`src/rtl/alu_pkg.sv`:
```
// rtl/alu_pkg.sv - shared constants, FSM state type and helpers for the multicycle ALU
// Purpose: S_Op operation encodings, FSM state enum, counter-width function.
// Ports: none (package).
package alu_pkg;

  localparam logic [2:0] OP_ADD  = 3'b000;
  localparam logic [2:0] OP_SUB  = 3'b001;
  localparam logic [2:0] OP_MULT = 3'b010;
  localparam logic [2:0] OP_DIV  = 3'b011;
  localparam logic [2:0] OP_OR   = 3'b100;
  localparam logic [2:0] OP_AND  = 3'b101;
  localparam logic [2:0] OP_SLT  = 3'b110;
  localparam logic [2:0] OP_SLL  = 3'b111;

  typedef enum logic [1:0] {
    ST_IDLE = 2'd0,
    ST_MUL  = 2'd1,
    ST_DIV  = 2'd2
  } state_e;

  // Number of bits needed to count 0..value-1.
  function automatic int clog2(input int value);
    int r;
    r = 0;
    while ((1 << r) < value) begin
      r = r + 1;
    end
    return r;
  endfunction

endpackage

```
`src/rtl/alu_muldiv_iter.sv`:
```
// rtl/alu_muldiv_iter.sv - shared iterative shift-add multiplier / restoring divider
// Purpose: one MULT or DIV iteration per step; WIDTH steps per operation.
// Ports:
//   clk, rst        clock, synchronous active-high reset
//   load            latch op_a/op_b/mode, clear accumulator, counter = WIDTH-1
//   mode            0 = multiply, 1 = divide (sampled on load)
//   step            perform one iteration
//   op_a, op_b      multiplicand/dividend, multiplier/divisor
//   result          value the current step produces (product low bits or quotient)
//   last            counter is 0: the current step is the final one
module alu_muldiv_iter import alu_pkg::*; #(
  parameter int WIDTH = 32
) (
  input  logic             clk,
  input  logic             rst,
  input  logic             load,
  input  logic             mode,
  input  logic             step,
  input  logic [WIDTH-1:0] op_a,
  input  logic [WIDTH-1:0] op_b,
  output logic [WIDTH-1:0] result,
  output logic             last
);

  localparam int CW = clog2(WIDTH);

  // sh: multiplicand (shifts left) / dividend shifting out, quotient shifting in
  // opb: multiplier (shifts right) / divisor (constant)
  // acc: product accumulator / partial remainder
  logic [WIDTH-1:0] sh_q, sh_d;
  logic [WIDTH-1:0] opb_q, opb_d;
  logic [WIDTH-1:0] acc_q, acc_d;
  logic [CW-1:0]    cnt_q, cnt_d;
  logic             mode_q, mode_d;
  logic [WIDTH:0]   trial;

  always_comb begin
    sh_d   = sh_q;
    opb_d  = opb_q;
    acc_d  = acc_q;
    cnt_d  = cnt_q;
    mode_d = mode_q;
    // Restoring divide: shift next dividend bit into the remainder and try
    // subtracting the divisor; the extra top bit is the borrow.
    trial  = {acc_q, sh_q[WIDTH-1]} - {1'b0, opb_q};
    if (load) begin
      sh_d   = op_a;
      opb_d  = op_b;
      acc_d  = '0;
      cnt_d  = CW'(WIDTH - 1);
      mode_d = mode;
    end else if (step) begin
      if (!mode_q) begin
        if (opb_q[0]) begin
          acc_d = acc_q + sh_q;
        end
        sh_d  = sh_q << 1;
        opb_d = opb_q >> 1;
      end else begin
        if (!trial[WIDTH]) begin
          acc_d = trial[WIDTH-1:0];
          sh_d  = {sh_q[WIDTH-2:0], 1'b1};
        end else begin
          acc_d = {acc_q[WIDTH-2:0], sh_q[WIDTH-1]};
          sh_d  = {sh_q[WIDTH-2:0], 1'b0};
        end
      end
      if (cnt_q != '0) begin
        cnt_d = cnt_q - CW'(1);
      end
    end
    result = mode_q ? sh_d : acc_d;
    last   = (cnt_q == '0);
  end

  always_ff @(posedge clk) begin
    if (rst) begin
      sh_q   <= '0;
      opb_q  <= '0;
      acc_q  <= '0;
      cnt_q  <= '0;
      mode_q <= 1'b0;
    end else begin
      sh_q   <= sh_d;
      opb_q  <= opb_d;
      acc_q  <= acc_d;
      cnt_q  <= cnt_d;
      mode_q <= mode_d;
    end
  end

endmodule

```
`src/rtl/alu_mc.sv`:
```
// rtl/alu_mc.sv - multicycle ALU with start/done handshake
// Purpose: single-cycle ADD/SUB/OR/AND/SLT/SLL and DIV-by-zero; WIDTH-cycle MULT/DIV.
// Ports:
//   clk, rst             clock, synchronous active-high reset
//   start                request, accepted when busy = 0
//   Op1, Op2, S_Op       operands and operation select, latched on accept
//   busy                 MULT/DIV iterating
//   done                 one-cycle pulse when R_Op/ZF/DZ update
//   R_Op, ZF, DZ         registered result, zero flag, divide-by-zero flag
module alu_mc import alu_pkg::*; #(
  parameter int WIDTH = 32
) (
  input  logic             clk,
  input  logic             rst,
  input  logic             start,
  input  logic [WIDTH-1:0] Op1,
  input  logic [WIDTH-1:0] Op2,
  input  logic [2:0]       S_Op,
  output logic             busy,
  output logic             done,
  output logic [WIDTH-1:0] R_Op,
  output logic             ZF,
  output logic             DZ
);

  localparam int CW = clog2(WIDTH);

  state_e           state_q, state_d;
  logic [WIDTH-1:0] r_op_q, r_op_d;
  logic             zf_q, zf_d;
  logic             dz_q, dz_d;
  logic             done_q, done_d;
  logic [WIDTH-1:0] sc_res;
  logic             it_load, it_mode, it_step, it_last;
  logic [WIDTH-1:0] it_result;

  alu_muldiv_iter #(.WIDTH(WIDTH)) u_iter (
    .clk    (clk),
    .rst    (rst),
    .load   (it_load),
    .mode   (it_mode),
    .step   (it_step),
    .op_a   (Op1),
    .op_b   (Op2),
    .result (it_result),
    .last   (it_last)
  );

  always_comb begin
    sc_res = '0;
    case (S_Op)
      OP_ADD: sc_res = Op1 + Op2;
      OP_SUB: sc_res = Op1 - Op2;
      OP_OR:  sc_res = Op1 | Op2;
      OP_AND: sc_res = Op1 & Op2;
      OP_SLT: sc_res = WIDTH'(Op1 < Op2);
      // Full-width compare so shift amounts >= WIDTH give 0 instead of wrapping.
      OP_SLL: sc_res = (Op2 >= WIDTH'(WIDTH)) ? '0 : (Op1 << Op2[CW-1:0]);
      default: sc_res = '0;
    endcase
  end

  always_comb begin
    state_d = state_q;
    r_op_d  = r_op_q;
    dz_d    = dz_q;
    done_d  = 1'b0;
    it_load = 1'b0;
    it_mode = 1'b0;
    it_step = 1'b0;
    case (state_q)
      ST_IDLE: begin
        if (start) begin
          if (S_Op == OP_MULT) begin
            it_load = 1'b1;
            state_d = ST_MUL;
          end else if (S_Op == OP_DIV && Op2 != '0) begin
            it_load = 1'b1;
            it_mode = 1'b1;
            state_d = ST_DIV;
          end else if (S_Op == OP_DIV) begin
            r_op_d = '1;
            dz_d   = 1'b1;
            done_d = 1'b1;
          end else begin
            r_op_d = sc_res;
            dz_d   = 1'b0;
            done_d = 1'b1;
          end
        end
      end
      ST_MUL, ST_DIV: begin
        it_step = 1'b1;
        if (it_last) begin
          r_op_d  = it_result;
          dz_d    = 1'b0;
          done_d  = 1'b1;
          state_d = ST_IDLE;
        end
      end
      default: state_d = ST_IDLE;
    endcase
    // r_op_d equals r_op_q except on completion, so ZF tracks R_Op exactly.
    zf_d = (r_op_d == '0);
  end

  always_ff @(posedge clk) begin
    if (rst) begin
      state_q <= ST_IDLE;
      r_op_q  <= '0;
      zf_q    <= 1'b1;
      dz_q    <= 1'b0;
      done_q  <= 1'b0;
    end else begin
      state_q <= state_d;
      r_op_q  <= r_op_d;
      zf_q    <= zf_d;
      dz_q    <= dz_d;
      done_q  <= done_d;
    end
  end

  assign busy = (state_q != ST_IDLE);
  assign done = done_q;
  assign R_Op = r_op_q;
  assign ZF   = zf_q;
  assign DZ   = dz_q;

endmodule
```
`config.mk`:
```
export PLATFORM = sky130hd
export DESIGN_NAME = alu_mc
export DESIGN_NICKNAME = d
export VERILOG_FILES = /design/src/rtl/alu_pkg.sv /design/src/rtl/alu_muldiv_iter.sv /design/src/rtl/alu_mc.sv
export SDC_FILE = /design/constraint.sdc
export NUM_CORES = 1
export LEC_CHECK = 0
export CAP_MARGIN = 10
export CORE_MARGIN = 2
export CORE_UTILIZATION = 30
export DETAILED_ROUTE_END_ITERATION = 7
export GPL_TIMING_DRIVEN = 0
export MAX_ROUTING_LAYER = met4
export PLACE_DENSITY = 0.54
export SLEW_MARGIN = 30
export SYNTH_ARGS = -nofsm -noshare
export SYNTH_HDL_FRONTEND = slang
export SYNTH_HIERARCHICAL = 1
export SYNTH_SLANG_ARGS = --single-unit
```
`constraint.sdc`:
```
create_clock -name clk -period 7.9 [get_ports clk]
set_input_delay 1.185 -clock clk [delete_from_list [all_inputs] [get_ports clk]]
set_output_delay 1.185 -clock clk [all_outputs]
set_load 0.005 [all_outputs]
```
==> impl_metrics.csv, run 1 <==
group,metric,value,unit
status,outcome,"finished, final reports clean",
cells_and_area,final_layout_size_suffix_gt1_share,7.16,%
synth,ys_async_rst_share,0,%
drt,routed_wirelength,97300,µm
power_and_ir_drop,p_comb_share,46.9,%
synth,synthesized_netlist_cell_count,2604,
die,placement_rows,93,
clock_network,number_of_h_tree_branching_levels,4,
die,core_area,0.0642,mm²
power_and_ir_drop,switching_share,43.9,%
global_routing,grt_util_all_layers,29.2,%
synth,synth.yosys.warnings,6,
critical_path,ff2ff_path_depth,22,
clock_network,cts.hold.buffers_added,0,
critical_path,timing.reg2reg.setup_slack,1.03,ns
cells_and_area,mostFrequentLayoutCells,"310 x sky130_fd_sc_hd__nor2_1, 258 x sky130_fd_sc_hd__a21oi_1, 181 x sky130_fd_sc_hd__ha_1",
worst_hold_path,hp-start,"state_q[0]$_SDFFE_PP0P_",
placed_design,routabilityCongestion,1.04,
die,initial_utilization,30.2,%
synth,syn_area,0.0194,mm²
synth,avgSynthCellArea,7.45,µm²
die,fp.dieH,258,µm
die,top_level_ports,106,
critical_path,endpoint_kind,"register",
global_routing,antenna_found_initial,1,
timing,grt_setup_unrepaired,"no",
synth,postSynth.topFlopCell,"sky130_fd_sc_hd__dfxtp_1",
global_routing,first_pass_grt_wire_length,141000,µm
synth,synth_area_leaders,"sky130_fd_sc_hd__dfxtp_1 14%, sky130_fd_sc_hd__ha_1 12%, sky130_fd_sc_hd__mux2i_1 7.2%",
synth,synth_area_leader_cell,"sky130_fd_sc_hd__dfxtp_1",
drt,drt-wirelength-per-cell,27.1,µm
die,die-area,0.0667,mm²
clock_network,tritoncts,"done",
timing,setup_viol,0,
power_and_ir_drop,power.sequential.fraction,26.9,%
global_routing,global_route.peak_usage_layer,"met2",
critical_path,reg2reg_from,"state_q[1]$_SDFFE_PP0P_",
synth,post_synth_edffs,0,
power_and_ir_drop,power,3030,µW
drt,drt.antenna.violating_nets,0,
drt,detailroute.via_count,21700,
timing,relSlewSlack,30.6,%
drt,post-route-drc-count,0,
placed_design,place.detailed.hpwl,78500,µm
global_routing,grt_max_degree,17,
power_and_ir_drop,power_per_cell_area,137,mW/mm²
worst_hold_path,holdPathEnd,"state_q[0]$_SDFFE_PP0P_",
timing,fin_hold_ws,0.499,ns
critical_path,worstPathRequired,8.24,ns
critical_path,start_kind,"primary input",
power_and_ir_drop,max-vdd-ir-drop,0.160,mV
placed_design,io_buffers,101,
synth,yosys_cell_types,103,
worst_hold_path,worstHoldPathType,"reg2reg",
timing,fin_crit,7.83,ns
die,floorplan.die.width,258,µm
power_and_ir_drop,clock_power_share,26.2,%
worst_hold_path,hold-path-cell-count,2,
timing,timing.final.hold_violations,0,
cells_and_area,layout_commonest_cell,"sky130_fd_sc_hd__nor2_1",
cells_and_area,layout.core_utilization,34.3,%
critical_path,worst-setup-path-type,"in2reg",
clock_network,cts-root-to-sink-buffers,2,
cells_and_area,area_delta_synth_final,13.7,%
placed_design,placement_stage_cell_area,0.0215,mm²
clock_network,clk_transition_reported_paths,0.06,ns
clock_network,cts_made_buffers,17,
cells_and_area,design_area,0.0221,mm²
clock_network,clk_root_buffer_cell,"sky130_fd_sc_hd__clkbuf_16",
power_and_ir_drop,p_leak,0.00878,µW
clock_network,cts.sink_count,139,
power_and_ir_drop,power_report.internal_total,1700,µW
drt,detail_route.first_pass.iterations,6,
critical_path,critical_path_arrival,8.17,ns
timing,fin_worst_skew,0.0122,ns
power_and_ir_drop,power_switching,1330,µW
global_routing,use_met3,2.97,%
clock_network,clk-insertion-delay-late,0.46,ns
global_routing,grt-ovfl-total,0,
synth,seq_area_frac_synth,14.3,%
critical_path,timing.rr.end,"ZF$_SDFF_PP1_",
drt,routed_via_density,6.03,
synth,yosysTopAreaCellShare,14.3,%
timing,fin_crit_sh,99.1,%
drt,starting_drt_drc_count,2877,
timing,fmax,0.128,GHz
global_routing,gr-usage-met2,44.6,%
synth,synth-seq-cells,139,
global_routing,met1_layer_usage_reported_by_global_route,38.1,%
critical_path,crit_path_max_fanout,10,
flow_run,cap_viol_max_count,0,
timing,final_max_tran_viols,0,
synth,synthesized_netlist_net_count,2859,
global_routing,vias_in_the_first_global_route,20400,
timing,tightest_slew,1.04,ns
timing,finalSetupTns,0,ns
cells_and_area,final_nets,2979,
-- how the worst max path moves through the flow --
stage	slack [ns]	cells past startpoint	startpoint	end
finish	0.07	21	Op2[7]	ZF$_SDFF_PP1_
global route	0.03	22	Op2[10]	ZF$_SDFF_PP1_
CTS	0.09	21	Op2[6]	ZF$_SDFF_PP1_
detailed placement	-0.63	21	Op2[6]	ZF$_SDFF_PP1_
global placement	-0.79	21	Op2[6]	ZF$_SDFF_PP1_
floorplan	2.31	21	S_Op[1]	ZF$_SDFF_PP1_
-- Yosys cell counts, types with 9 or more instances --
cell                        instances
sky130_fd_sc_hd__nand2b_1          25
sky130_fd_sc_hd__xnor2_1           58
sky130_fd_sc_hd__mux4_2            28
sky130_fd_sc_hd__and3_1            25
sky130_fd_sc_hd__o21bai_1          14
sky130_fd_sc_hd__a31oi_1           33
sky130_fd_sc_hd__a211o_1           24
sky130_fd_sc_hd__o31ai_1           20
sky130_fd_sc_hd__a2111oi_0         13
sky130_fd_sc_hd__a211oi_1          67
sky130_fd_sc_hd__nor2b_1           36
sky130_fd_sc_hd__a22oi_1            9
sky130_fd_sc_hd__nor2_1           310
sky130_fd_sc_hd__inv_1            163
sky130_fd_sc_hd__clkbuf_1         107
sky130_fd_sc_hd__mux2_2            21
sky130_fd_sc_hd__nand2_1          178
sky130_fd_sc_hd__nor4_1            23
sky130_fd_sc_hd__nor3_1            58
sky130_fd_sc_hd__a21oi_1          258
sky130_fd_sc_hd__ha_1             181
sky130_fd_sc_hd__o221ai_1          11
sky130_fd_sc_hd__o2111ai_1         30
sky130_fd_sc_hd__nand4_1           22
sky130_fd_sc_hd__mux2i_1          140
sky130_fd_sc_hd__a21o_1            49
sky130_fd_sc_hd__o21a_1            20
sky130_fd_sc_hd__or2_2              9
sky130_fd_sc_hd__buf_1             23
sky130_fd_sc_hd__xor2_1            18
sky130_fd_sc_hd__a211oi_2          22
sky130_fd_sc_hd__o21ai_0          136
sky130_fd_sc_hd__buf_2             26
sky130_fd_sc_hd__buf_6              9
sky130_fd_sc_hd__dfxtp_1          139
sky130_fd_sc_hd__o22ai_1           30
sky130_fd_sc_hd__o211ai_1          28
sky130_fd_sc_hd__or3_1             13
sky130_fd_sc_hd__and2_1            17
sky130_fd_sc_hd__a311oi_1           9
sky130_fd_sc_hd__nand3_1           37
-- power by group through the flow --
stage                     clock network, µW  registers, µW  logic, µW
after floorplan                           0            792        893
after global placement                    0            824       1380
after detailed placement                  0            823       1370
after CTS                               795            808       1380
after global routing                    825            813       1510
final                                   793            813       1420
-- logic make-up (layout without fill, tap and decap cells) --
logic type / count (synthesis) / after routing / share of synthesized area [%]
AOI/OAI and AO/OA: 887 / 887 / 31.3
DFF: 139 / 139 / 14.3
other: 0 / 1 / 0
buffers and inverters: 337 / 470 / 7.22
and+or+nand+nor: 779 / 779 / 18.6
muxes: 200 / 200 / 13.0
xor gates and xnor gates: 77 / 77 / 3.52
adders and majority gates: 185 / 185 / 12.1
-- flip-flops by register name, summed over array words and instances (netlist names) --
| signal | flops |
|---|---|
| DZ | 1 |
| R_Op | 32 |
| ZF | 1 |
| done | 1 |
| state_q | 2 |
| u_iter/acc_q | 32 |
| u_iter/cnt_q | 5 |
| u_iter/mode_q | 1 |
| u_iter/opb_q | 32 |
| u_iter/sh_q | 32 |
-- final cells by class --
class | count | area, µm²
Clock buffer | 19 | 433
Buffer | 171 | 781
Sequential cell | 139 | 2780
Fill cell | 7000 | 42200
Inverter | 166 | 623
Tap cell | 855 | 1070
Multi-Input combinational cell | 2128 | 15200
Timing Repair Buffer | 101 | 1010
Clock inverter | 13 | 120
Antenna cell | 1 | 2.50
-- layer usage --
layer,up-vias,share of wire (%)
met5,-,0
met4,0,5.7
met3,214,7.9
met2,1178,44
met1,10400,42
li1,9879,-
-- per-stage QoR --
stage / cells / setup WS [ns]
floorplan: 2604 / 2.31
global placement: 3560 / -0.790
detailed placement: 3560 / -0.631
CTS: 3592 / 0.0938
global route: 3592 / 0.0338
finish: 3593 / 0.0692
-- timing repair --
item / in CTS / in global routing
setup endpoints to repair: 1 / 1
resized for setup: 2 / 4
setup buffers: 0 / 0
-- critical path, stage by stage --
cell                              delay [ns]
sky130_fd_sc_hd__clkdlybuf4s50_1        0.79
sky130_fd_sc_hd__nor4_4                 0.52
sky130_fd_sc_hd__and4_1                 0.39
sky130_fd_sc_hd__clkbuf_1               0.27
sky130_fd_sc_hd__a31o_2                 0.28
sky130_fd_sc_hd__a21oi_1                0.10
sky130_fd_sc_hd__clkbuf_1               0.31
sky130_fd_sc_hd__clkbuf_1               0.36
sky130_fd_sc_hd__buf_1                  0.40
sky130_fd_sc_hd__a21oi_1                0.28
sky130_fd_sc_hd__mux2i_1                0.13
sky130_fd_sc_hd__mux2_2                 0.32
sky130_fd_sc_hd__a21oi_1                0.38
sky130_fd_sc_hd__o2111ai_1              0.19
sky130_fd_sc_hd__a2bb2oi_1              0.24
sky130_fd_sc_hd__a221o_1                0.36
sky130_fd_sc_hd__nor4b_1                0.22
sky130_fd_sc_hd__and4_1                 0.25
sky130_fd_sc_hd__o2111ai_1              0.19
sky130_fd_sc_hd__or4_1                  0.64
sky130_fd_sc_hd__o31ai_1                0.34
(Power assumes the default switching activity.)
==> run 2, diff against run 1 <==
Settings changed: CTS_CLUSTER_DIAMETER set to 80.
==> results of run 2 <==
No change in the layout: final DEF, timing and power equal those of run 1.
